File: config.mk
export PLATFORM = sky130hd
export DESIGN_NAME = mult_share_ctrl
export DESIGN_NICKNAME = d
export VERILOG_FILES = /design/src/rtl/mult_share_ctrl.sv
export SDC_FILE = /design/constraint.sdc
export NUM_CORES = 1
export LEC_CHECK = 0
export CELL_PAD_IN_SITES_DETAIL_PLACEMENT = 0
export CELL_PAD_IN_SITES_GLOBAL_PLACEMENT = 1
export CORE_MARGIN = 1
export CORE_UTILIZATION = 28
export DETAILED_ROUTE_END_ITERATION = 8
export GPL_ROUTABILITY_DRIVEN = 0
export GPL_TIMING_DRIVEN = 0
export PLACE_DENSITY_LB_ADDON = 0.1
export SETUP_SLACK_MARGIN = 0.02
export SYNTH_ARGS = -nofsm -noshare
export SYNTH_HDL_FRONTEND = slang
export SYNTH_SLANG_ARGS = --single-unit
File: constraint.sdc
create_clock -name clk -period 1.8 [get_ports clk]
set_input_delay 0.45 -clock clk [delete_from_list [all_inputs] [get_ports clk]]
set_output_delay 0.45 -clock clk [all_outputs]
set_load 0.01 [all_outputs]
File: src/rtl/mult_share_ctrl.sv
// Sequencer and 2-way round-robin arbiter for a shared shift/add multiplier datapath.
// Optional iteration watchdog is compiled in with `define MULT_WATCHDOG_EN.
module mult_share_ctrl #(
  parameter int WIDTH    = 8,
  parameter int MAX_ITER = 255
) (
  input  logic             clk,
  input  logic             rst_n,
  input  logic             req0,
  input  logic [WIDTH-1:0] a0,
  input  logic [WIDTH-1:0] b0,
  input  logic             req1,
  input  logic [WIDTH-1:0] a1,
  input  logic [WIDTH-1:0] b1,
  input  logic             rbzero,
  output logic [WIDTH-1:0] opa,
  output logic [WIDTH-1:0] opb,
  output logic             la,
  output logic             lb,
  output logic             clrp,
  output logic             lp,
  output logic             decb,
  output logic             gnt0,
  output logic             gnt1,
  output logic             done0,
  output logic             done1,
  output logic             busy,
  output logic             err
);

  typedef enum logic [1:0] {IDLE, LOAD, ACCUM, FIN} state_t;

  state_t state, state_nxt;
  logic   last;
  logic   grant;
  logic   grant_id;
  logic   limit;

`ifdef MULT_WATCHDOG_EN
  localparam logic [WIDTH-1:0] MAX_ITER_W = WIDTH'(MAX_ITER);
  logic [WIDTH-1:0] iter;

  assign limit = (iter == MAX_ITER_W);

  always_ff @(posedge clk or negedge rst_n) begin
    if (!rst_n) begin
      iter <= '0;
      err  <= 1'b0;
    end else begin
      if (state == LOAD)
        iter <= '0;
      else if (lp)
        iter <= iter + 1'b1;
      if (state == ACCUM && !rbzero && limit)
        err <= 1'b1;
    end
  end
`else
  localparam int unused_max_iter = MAX_ITER;
  assign limit = 1'b0;
  assign err   = 1'b0;
`endif

  // NOTE: every output of this block gets a default before the case so no latch is inferred.
  always_comb begin
    state_nxt = state;
    grant     = 1'b0;
    grant_id  = 1'b0;
    la        = 1'b0;
    lb        = 1'b0;
    clrp      = 1'b0;
    lp        = 1'b0;
    decb      = 1'b0;
    case (state)
      IDLE: begin
        if (req0 || req1) begin
          grant     = 1'b1;
          // On a tie the requester that was not served last wins.
          grant_id  = (req0 && req1) ? ~last : req1;
          state_nxt = LOAD;
        end
      end
      LOAD: begin
        la        = 1'b1;
        lb        = 1'b1;
        clrp      = 1'b1;
        state_nxt = ACCUM;
      end
      ACCUM: begin
        if (rbzero || limit) begin
          state_nxt = FIN;
        end else begin
          lp   = 1'b1;
          decb = 1'b1;
        end
      end
      FIN:     state_nxt = IDLE;
      default: state_nxt = IDLE;
    endcase
  end

  // NOTE: all state registers use non-blocking assignments so every flop samples pre-edge values.
  always_ff @(posedge clk or negedge rst_n) begin
    if (!rst_n) begin
      state <= IDLE;
      last  <= 1'b1;
      opa   <= '0;
      opb   <= '0;
      gnt0  <= 1'b0;
      gnt1  <= 1'b0;
      done0 <= 1'b0;
      done1 <= 1'b0;
    end else begin
      state <= state_nxt;
      if (grant) begin
        gnt0 <= ~grant_id;
        gnt1 <= grant_id;
        opa  <= grant_id ? a1 : a0;
        opb  <= grant_id ? b1 : b0;
        last <= grant_id;
      end else if (state == FIN) begin
        gnt0 <= 1'b0;
        gnt1 <= 1'b0;
      end
      // DONE is registered on entry to FIN so it lines up with the FIN cycle.
      done0 <= (state == ACCUM) && (state_nxt == FIN) && gnt0;
      done1 <= (state == ACCUM) && (state_nxt == FIN) && gnt1;
    end
  end

  assign busy = (state != IDLE);

endmodule

==> impl_metrics.env <==
export IMPL_die_x_um=68.8
export IMPL_cp_start_kind="flop"
export IMPL_area_delta_synth_final_pct=60.8
export IMPL_totalNegativeSetupSlack_ns=0
export IMPL_slowest_delay_ns=0.45
export IMPL_grt_pass1_vias=1216
export IMPL_grt_setup_unrepaired="false"
export IMPL_fin_skew_ns=0.00296
export IMPL_ys_warn_count=0
export IMPL_nets=239
export IMPL_num_vias=1196
export IMPL_max_slew_margin_pct=29.6
export IMPL_synth_nets=170
export IMPL_antenna_cells=0
export IMPL_design_die_area_sq_um=4740
export IMPL_utilization_pct=48.6
export IMPL_grt_use_met3_pct=3.13
export IMPL_wire_per_inst_um=14.0
export IMPL_crit_type="reg -> out"
export IMPL_grt_busiest_layer="met2"
export IMPL_io_buffer_count=62
export IMPL_p_leak_nw=0.821
export IMPL_initial_core_util_pct=30.2
export IMPL_grt_pass1_wl_mm=5.47
export IMPL_seq_area_frac_synth_pct=46.1
export IMPL_synth_top_area_share_pct=44.0
export IMPL_crit_chain="inv_2, ha_4, inv_1, dlygate4sd2_1"
export IMPL_antenna_found_initial=0
export IMPL_synthCells=128
export IMPL_slew_viol_final=0
export IMPL_cp_max_fo=3
export IMPL_dr_pass1_iters=4
export IMPL_syn_avg_cell_area_sq_um=9.78
export IMPL_synth_top_cell_by_area="dfrtp_1"
export IMPL_cts_sinks=23
export IMPL_cts_root_buf="clkbuf_8"
export IMPL_critPathSlowestCell="dfrtp_1"
export IMPL_dp_slack_ns=-0.340
export IMPL_min_period_ns=1.74
export IMPL_ys_types=24
export IMPL_drt_iter0_drc=38
export IMPL_n_fill_cell=404
export IMPL_grt_use_met1_pct=19.2
export IMPL_grt_max_degree=24
export IMPL_coreArea_sq_um=4140
export IMPL_clkSlewWorstSetupHoldPaths_ns=0.08
export IMPL_maxCapViolations=0
export IMPL_period_share_pct=96.8
export IMPL_synth_area_sq_um=1250
export IMPL_track_usage_pct=15.3
export IMPL_fmax_ghz=0.574
export IMPL_overflow=0
export IMPL_htreeDepth=1
export IMPL_peakVddDrop_uv=502
export IMPL_synthTopCellsByArea="dfrtp_1, or3b_1, a31oi_1, o21ai_0, ha_1"
export IMPL_wirelength_mm=3.46
export IMPL_io_pins=64
export IMPL_run_status="completed"
export IMPL_cts_tree="done"
export IMPL_critPathBufInv=3
export IMPL_arrival_ns=1.29
export IMPL_r2r_setup_slack_ns=0.14
export IMPL_num_rows=23
export IMPL_hold_viol_final=0
export IMPL_ant_nets=0
export IMPL_power_per_cell_area_nw_per_um2=1490
export IMPL_die_height_um=68.8
export IMPL_numCtsBuffers=3
export IMPL_setup_violations_final=0
export IMPL_layout_drive_gt1_share_pct=16.8
export IMPL_drc=0
export IMPL_met2_usage_pct=27.5
export IMPL_dpl_hpwl_mm=2.49
export IMPL_finalWorstSetupSlack_ns=0.0574
export IMPL_critical_path_top_delay_family="flip-flops"
export IMPL_worstSkewPairLatency_ns=0.26
export IMPL_end_kind="output pin"
export IMPL_vias_per_cell=4.86
export IMPL_cts_buffer_depth=2
export IMPL_holdCritPathClass="reg -> reg"
export IMPL_synth_seq_cells=23
export IMPL_postCtsHoldBufs=0
export IMPL_required_ns=1.35
export IMPL_worst_pin_slew_ns=1.05
-- what timing repair did --
item	CTS	global route
gates resized for setup	25	8
cloned	0	0
setup endpoints to repair	19	15
setup buffers	1	2
-- per-stage QoR --
step,instance area (sq um),instances,power (mW),hold slack [ns]
finish,2010,246,2.99,0.500
global route,2010,246,3.25,0.526
CTS,2000,245,2.94,0.499
detailed placement,1930,240,2.60,0.486
global placement,1930,240,2.56,0.459
floorplan,1250,128,1.76,0.154
-- cells in the final DEF, fill, tap and decap left out, drive strengths merged, types with 2 or more instances in the layout --
| master | Yosys | routed |
|---|---|---|
| dfrtp | 22 | 22 |
| o21ai | 19 | 19 |
| or3b | 16 | 16 |
| inv | 5 | 5 |
| nand2b | 2 | 2 |
| ha | 5 | 5 |
| and4 | 2 | 2 |
| clkbuf | 4 | 8 |
| clkdlybuf4s50 | 0 | 56 |
| nor2 | 16 | 16 |
| buf | 9 | 15 |
| a31oi | 16 | 16 |
| o21a | 2 | 2 |
-- power breakdown --
part / switching [mW] / internal (mW)
sequential: 0.150 / 0.775
combinational: 0.808 / 0.934
clock: 0.170 / 0.155
-- final timing paths --
path,startpoint,to,depth (start not counted)
max,state[1],busy,4
min,last,last,2
max reg2reg,state[1],opa[4],6
min reg2reg,last,last,2
max in group asynchronous,rst_n,state[0],1
min in group asynchronous,rst_n,opa[6],1
-- cells by family (layout without fill, tap and decap cells) --
group,after synthesis,after routing,share of synthesized area [%]
buffers and inverters,20,88,10.3
and+or+nand+nor,40,40,20.3
AOI/OAI and AO/OA,39,39,18.0
DFF,23,23,46.1
other,1,1,0.300
adders and majority gates,5,5,5.00
-- sequential cells by signal (all words and copies together), names as in the netlist --
signal	count
gnt1	1
opb	8
done0	1
opa	8
state	2
gnt0	1
last	1
done1	1
-- metal layers --
metal,routed length [um],share of wire (%)
met3,176,5.1
met4,0,0
met2,1770,51
met1,1510,44
met5,0,0
-- cell usage after synthesis --
| library cell | count |
|---|---|
| or3b_1 | 16 |
| buf_4 | 4 |
| buf_2 | 2 |
| conb_1 | 1 |
| ha_1 | 5 |
| inv_1 | 5 |
| o21a_1 | 2 |
| dlygate4sd1_1 | 1 |
| o22ai_1 | 1 |
| nor2_1 | 16 |
| dfrtp_1 | 22 |
| and4_1 | 2 |
| nor2b_1 | 1 |
| o32ai_1 | 1 |
| o21ai_0 | 19 |
| nand3_1 | 1 |
| dfstp_2 | 1 |
| dlymetal6s2s_1 | 1 |
| clkbuf_1 | 4 |
| buf_6 | 3 |
| and2_4 | 1 |
| nand2_1 | 1 |
| a31oi_1 | 16 |
| nand2b_1 | 2 |
-- final cells by class --
class	instances	area [sq um]	area share, %
sequential	23	577	28.7
multi-input combinational	85	583	29.0
timing repair buffer	65	624	31.0
clock inverter	1	5.00	0.249
tap	50	62.6	3.11
inverter	5	18.8	0.933
buffer	14	100	4.98
clock buffer	3	41.3	2.05
-- worst min-delay path, stage by stage (launching register included) --
cell and delay, ns:
dfstp_2 0.37, inv_1 0.06, o22ai_1 0.06
Note: power is estimated with default switching activity, not from simulation.
